### src/rtl/branch_predictor_pkg.sv
// Shared pipeline constants plus the BTB entry and direction-counter types.
package branch_predictor_pkg;

  localparam int unsigned DATA_WIDTH = 32;

  typedef enum logic [1:0] {
    STRONG_NT = 2'b00,
    WEAK_NT   = 2'b01,
    WEAK_T    = 2'b10,
    STRONG_T  = 2'b11
  } bp_ctr_e;

  // The tag field is sized for the widest legal tag; bits above TAG_BITS stay zero.
  typedef struct packed {
    logic                  valid;
    logic [DATA_WIDTH-1:0] tag;
    logic [DATA_WIDTH-1:0] target;
    bp_ctr_e               ctr;
  } bp_entry_t;

  function automatic logic [DATA_WIDTH-1:0] bp_tag(input logic [DATA_WIDTH-1:0] pc,
                                                   input int unsigned idx_bits,
                                                   input int unsigned tag_bits);
    logic [DATA_WIDTH-1:0] mask;
    mask = (DATA_WIDTH'(1) << tag_bits) - DATA_WIDTH'(1);
    return (pc >> (idx_bits + 2)) & mask;
  endfunction

endpackage

### src/rtl/bp_sat_counter.sv
// Two-bit saturating up/down counter next-state logic.
module bp_sat_counter
  import branch_predictor_pkg::*;
(
  input  logic [1:0] cur,
  input  logic       inc,
  input  logic       dec,
  output logic [1:0] nxt
);

  always_comb begin
    nxt = cur;
    if (inc && !dec && (cur != STRONG_T)) begin
      nxt = cur + 2'd1;
    end else if (dec && !inc && (cur != STRONG_NT)) begin
      nxt = cur - 2'd1;
    end
  end

endmodule

### src/rtl/branch_predictor.sv
// Direct-mapped BTB next-PC predictor with 2-bit direction counters and statistics.
module branch_predictor
  import branch_predictor_pkg::*;
#(
  parameter int unsigned ENTRIES    = 16,
  parameter int unsigned TAG_BITS   = 10,
  parameter int unsigned STAT_WIDTH = 32
) (
  input  logic                  clk,
  input  logic                  rst_n,
  input  logic                  if_valid,
  input  logic [DATA_WIDTH-1:0] if_pc,
  output logic [DATA_WIDTH-1:0] pred_pcn,
  output logic                  pred_taken,
  input  logic                  upd_valid,
  input  logic [DATA_WIDTH-1:0] upd_pc,
  input  logic                  upd_is_branch,
  input  logic                  upd_is_jump,
  input  logic                  upd_taken,
  input  logic [DATA_WIDTH-1:0] upd_target,
  input  logic                  upd_mispredict,
  output logic [STAT_WIDTH-1:0] stat_lookups,
  output logic [STAT_WIDTH-1:0] stat_mispredicts
);

  localparam int unsigned IDX_BITS = $clog2(ENTRIES);

  bp_entry_t btb_q [ENTRIES];

  logic [IDX_BITS-1:0]   lk_idx;
  logic [DATA_WIDTH-1:0] lk_tag;
  bp_entry_t             lk_entry;
  logic                  lk_hit;

  logic [IDX_BITS-1:0]   upd_idx;
  logic [DATA_WIDTH-1:0] upd_tag;
  bp_entry_t             upd_entry;
  bp_entry_t             new_entry;
  logic                  upd_hit;
  logic                  upd_we;
  logic [1:0]            ctr_nxt;

  logic [STAT_WIDTH-1:0] stat_lookups_q;
  logic [STAT_WIDTH-1:0] stat_mispredicts_q;

  // Lookup reads registered state only, so a same-cycle update is not bypassed.
  assign lk_idx     = if_pc[IDX_BITS+1:2];
  assign lk_tag     = bp_tag(if_pc, IDX_BITS, TAG_BITS);
  assign lk_entry   = btb_q[lk_idx];
  assign lk_hit     = lk_entry.valid && (lk_entry.tag == lk_tag);
  assign pred_taken = lk_hit && lk_entry.ctr[1];
  assign pred_pcn   = pred_taken ? lk_entry.target : (if_pc + DATA_WIDTH'(4));

  assign upd_idx   = upd_pc[IDX_BITS+1:2];
  assign upd_tag   = bp_tag(upd_pc, IDX_BITS, TAG_BITS);
  assign upd_entry = btb_q[upd_idx];
  assign upd_hit   = upd_entry.valid && (upd_entry.tag == upd_tag);

  bp_sat_counter u_sat_counter (
    .cur (upd_entry.ctr),
    .inc (upd_taken),
    .dec (!upd_taken),
    .nxt (ctr_nxt)
  );

  always_comb begin
    upd_we    = 1'b0;
    new_entry = upd_entry;
    if (upd_valid && (upd_is_branch || upd_is_jump)) begin
      if (upd_taken) begin
        upd_we           = 1'b1;
        new_entry.valid  = 1'b1;
        new_entry.tag    = upd_tag;
        new_entry.target = upd_target;
        if (upd_hit) begin
          new_entry.ctr = bp_ctr_e'(ctr_nxt);
        end else begin
          new_entry.ctr = upd_is_jump ? STRONG_T : WEAK_T;
        end
      end else if (upd_hit) begin
        upd_we        = 1'b1;
        new_entry.ctr = bp_ctr_e'(ctr_nxt);
      end
    end
  end

  always_ff @(posedge clk or negedge rst_n) begin
    if (!rst_n) begin
      for (int i = 0; i < ENTRIES; i++) begin
        btb_q[i] <= '{valid: 1'b0, tag: '0, target: '0, ctr: WEAK_NT};
      end
    end else if (upd_we) begin
      btb_q[upd_idx] <= new_entry;
    end
  end

  always_ff @(posedge clk or negedge rst_n) begin
    if (!rst_n) begin
      stat_lookups_q     <= '0;
      stat_mispredicts_q <= '0;
    end else begin
      if (if_valid && !(&stat_lookups_q)) begin
        stat_lookups_q <= stat_lookups_q + STAT_WIDTH'(1);
      end
      if (upd_valid && upd_mispredict && !(&stat_mispredicts_q)) begin
        stat_mispredicts_q <= stat_mispredicts_q + STAT_WIDTH'(1);
      end
    end
  end

  assign stat_lookups     = stat_lookups_q;
  assign stat_mispredicts = stat_mispredicts_q;

endmodule

### config.mk
export PLATFORM = sky130hd
export DESIGN_NAME = branch_predictor
export DESIGN_NICKNAME = d
export VERILOG_FILES = /design/src/rtl/branch_predictor_pkg.sv /design/src/rtl/bp_sat_counter.sv /design/src/rtl/branch_predictor.sv
export SDC_FILE = /design/constraint.sdc
export NUM_CORES = 2
export LEC_CHECK = 0
export ABC_AREA = 1
export CORE_MARGIN = 4
export CORE_UTILIZATION = 34
export DETAILED_ROUTE_END_ITERATION = 12
export DONT_BUFFER_PORTS = 1
export PLACE_DENSITY = 0.45
export SYNTH_ARGS = -nofsm -noshare
export SYNTH_HDL_FRONTEND = slang
export SYNTH_SLANG_ARGS = --single-unit
### constraint.sdc
create_clock -name clk -period 4.5 [get_ports clk]
set_input_delay 0.9 -clock clk [delete_from_list [all_inputs] [get_ports clk]]
set_output_delay 0.9 -clock clk [all_outputs]
set_load 0.03 [all_outputs]
==> reports/qor.yml <==
status:
  status: "finished with violations"
  violations: "setup timing"
timing:
  whs_ps: 30.9
  layout_worst_path_cycle_share_pct: 101
  rsz0062_at_grt: "yes"
  fmax_ghz: 0.219
  relSlewSlack_pct: 15.3
  setup_violations: 27
  report.final.slew_viol_count: 0
  setup_tns_ps: -667
  worstMarginPinSlew_ps: 1270
  period_needed_ps: 4570
  fin_skew_ps: 36.8
  hold_viol_final: 0
  fin_ws_ps: -65.5
logic_synthesis:
  synth_flop_cell: "dfrtp_1"
  synth-xor-area-share_pct: 1.29
  yosys.area_share.simple_pct: 24.0
  synthArstFlopShare_pct: 100
  synth_top_family_by_area: "simple AND/OR/NAND/NOR gates"
  synth.distinct_cells: 47
  synth_compound_area_share_pct: 17.5
  synth_area_um2: 59100
  synthAdderAreaFrac_pct: 0.106
  yosys_warnings: 0
  syn_nets: 7884
  syn_inst: 7775
  ys_seq_area_share_pct: 48.2
  synth_edf_count: 0
  ys_ff_latch: 1136
  muxShareOfSynthArea_pct: 0
  syn_avg_cell_area_um2: 7.60
worst_setup_path:
  r2r_slack_ps: 1430
  path_class: "primary input to output port"
  arrival_ps: 3670
  required_ps: 3600
  reg2reg_from: "stat_mispredicts[0]"
  reg2reg_to: "stat_mispredicts[23]"
  startpoint_type: "primary input"
  r2r_cells: 16
  cp_max_fo: 248
  critPathCaptureType: "output port"
cts:
  numClockSinks: 1136
  cts.path.max_buffers: 3
  htree_levels: 4
  cts_tree: "built"
  root_buffer: "clkbuf_16"
  cts_buffers: 141
  insertion_delay_ps: 800
  clk_pin_slew_worst_paths_ps: 50
cells_and_area:
  layout_common_cells: "nand2_1, dfrtp_1, o21ai_0"
  fillers: 17900
  seqCellArea_um2: 28400
  final_cell_count_no_fill: 10100
  final_common_cell: "nand2_1"
  multiInputGateArea_um2: 25700
  syn_to_final_growth_pct: 15.5
  final_core_util_pct: 39.7
  layout.nets: 7805
  layout-drive-gt1-share_pct: 8.52
die:
  coreArea_um2: 172000
  num_rows: 152
  die_area_um2: 180000
  ios: 201
  start_util_pct: 34.3
  die_w_um: 425
  die_h_um: 425
min_path:
  hp-class: "primary input to asynchronous set/reset pin"
route:
  firstDrtPassIters: 6
  wl_per_cell_um: 23.0
  drtIter0Drc: 4417
  routed_wirelength_um: 233000
  viasPerCell: 5.25
  drcViolationCount: 0
  ant_nets: 0
  vias: 53200
global_route:
  grt_first_pass_wirelength_um: 350000
  antenna_found_initial: 10
  grt_overflow: 0
  track_usage_pct: 25.6
  grt_pass1_vias: 52300
  grt_max_degree: 337
power_and_ir_drop:
  finalPower_w: 0.0293
  leakage_nw: 31.8
  peakVddDrop_uv: 387
  pwr_density_cell_nw_per_um2: 429
placement:
  portBuffers: 0
  post-dp-hpwl_um: 144000
  gp_congestion: 0.835
  dp_cells: 9856
run:
  max_cap_violations: 0
## state kept, by name, summed over array words and instances (netlist names)
signal	count
stat_mispredicts	32
stat_lookups	32
btb_q	1072
## synth_stat cells (4+ instances only)
cell type  instances  share of area, %
nor4_1            17              0.18
ha_1               5              0.11
o31ai_1            9              0.11
clkinv_1          11             0.070
xnor2_1           19              0.28
o21ai_0          853               7.2
nand3_1          207               1.8
a31oi_1           16              0.17
dfrtp_1         1120                47
clkbuf_1         333               2.1
inv_2              8             0.051
o221ai_1         140               2.1
a21oi_2           10              0.15
nand3b_1           4             0.051
dfstp_2           16              0.71
a22oi_1          284               3.6
a221oi_1          62              0.92
o211ai_1          34              0.43
o2111ai_1          7              0.10
o32ai_1            9              0.13
nand2_1         2485                16
or2_2             14              0.15
o21bai_1           8              0.10
inv_1            711               4.5
buf_2            115              0.97
nor3_1            63              0.53
o22ai_1           46              0.49
buf_6             32              0.61
buf_1             46              0.29
nand4_1          118               1.2
nor2_1           633               4.0
nand2_2           12              0.13
o21ai_1          106              0.90
nor3b_1            4             0.051
a21oi_1          109              0.92
xor2_1            68               1.0
buf_4             20              0.25
a211oi_1           6             0.076
## logic make-up (layout without fill, tap and decap cells)
| kind of cell | count (synthesis) | in the layout |
|---|---|---|
| AOI/OAI and AO/OA | 1707 | 1707 |
| DFF | 1136 | 1136 |
| and+or+nand+nor | 3563 | 3563 |
| buffers and inverters | 1277 | 1307 |
| other | 0 | 11 |
| adders and majority gates | 5 | 5 |
| xor gates and xnor gates | 87 | 87 |
## worst max-delay path, cell delays in order
cell	delay [ps]
inv_8	200
buf_12	180
buf_4	200
nand2_1	90
a31oi_1	130
nand4_1	110
nor2_1	160
nand3_1	120
nand2_1	190
nand3_1	120
nand2_1	150
nand2_1	80
nor2_2	190
buf_6	180
inv_1	80
nand2_1	60
nand2_1	70
buf_4	170
## worst max path at each step
| stage | depth (start not counted) | slack [ps] | end | startpoint |
|---|---|---|---|---|
| 2_1_floorplan | 16 | 240 | pred_pcn[0] | if_pc[3] |
| 3_3_place_gp | 19 | -130 | pred_pcn[2] | if_pc[2] |
| 3_5_place_dp | 19 | -130 | pred_pcn[2] | if_pc[2] |
| 4_1_cts | 18 | 0.7 | pred_pcn[23] | btb_q[1067] |
| 5_1_grt | 20 | -60 | pred_pcn[14] | if_pc[2] |
| 6_report | 18 | -70 | pred_pcn[23] | if_pc[2] |
## per-stage QoR
| stage | cell area [µm²] | setup slack [ps] |
|---|---|---|
| 3_3_place_gp | 63300 | -128 |
| 5_1_grt | 68200 | -58.1 |
| 4_1_cts | 68000 | 0.706 |
| 6_report | 68200 | -65.5 |
| 2_1_floorplan | 59100 | 236 |
| 3_5_place_dp | 63300 | -125 |
## what timing repair did
item | in CTS | in global routing
resized for setup | 10 | 31
gates cloned | 0 | 1
pin swaps | 1 | 3
setup buffers | 0 | 4
hold buffers | 1 | 0
endpoints found under the setup margin | 33 | 33
endpoints found under the hold margin | 115 | 0
## layout make-up
| cell class | count | share of cell area (%) |
|---|---|---|
| antenna | 11 | 0.0403 |
| clock buffer | 211 | 6.15 |
| clock inverter | 41 | 0.684 |
| sequential | 1136 | 41.7 |
| inverter | 731 | 4.05 |
| timing repair buffer | 324 | 5.51 |
| tap | 2310 | 4.23 |
| multi-input combinational | 5362 | 37.6 |
## power by group
part           internal [W]  total [W]  switching (W)
Combinational       0.00172    0.00485        0.00313
Sequential           0.0117     0.0129        0.00115
Clock               0.00680     0.0116        0.00476
## layer usage
layer	GRT usage (%)	vias up	part of all wire (%)
li1	-	25300	-
met3	3.30	357	5.1
met2	42.5	1491	47
met5	0	-	0.0056
met1	34.5	26000	44
met4	9.06	2	3.6
Power figures use the tool's default switching activity.
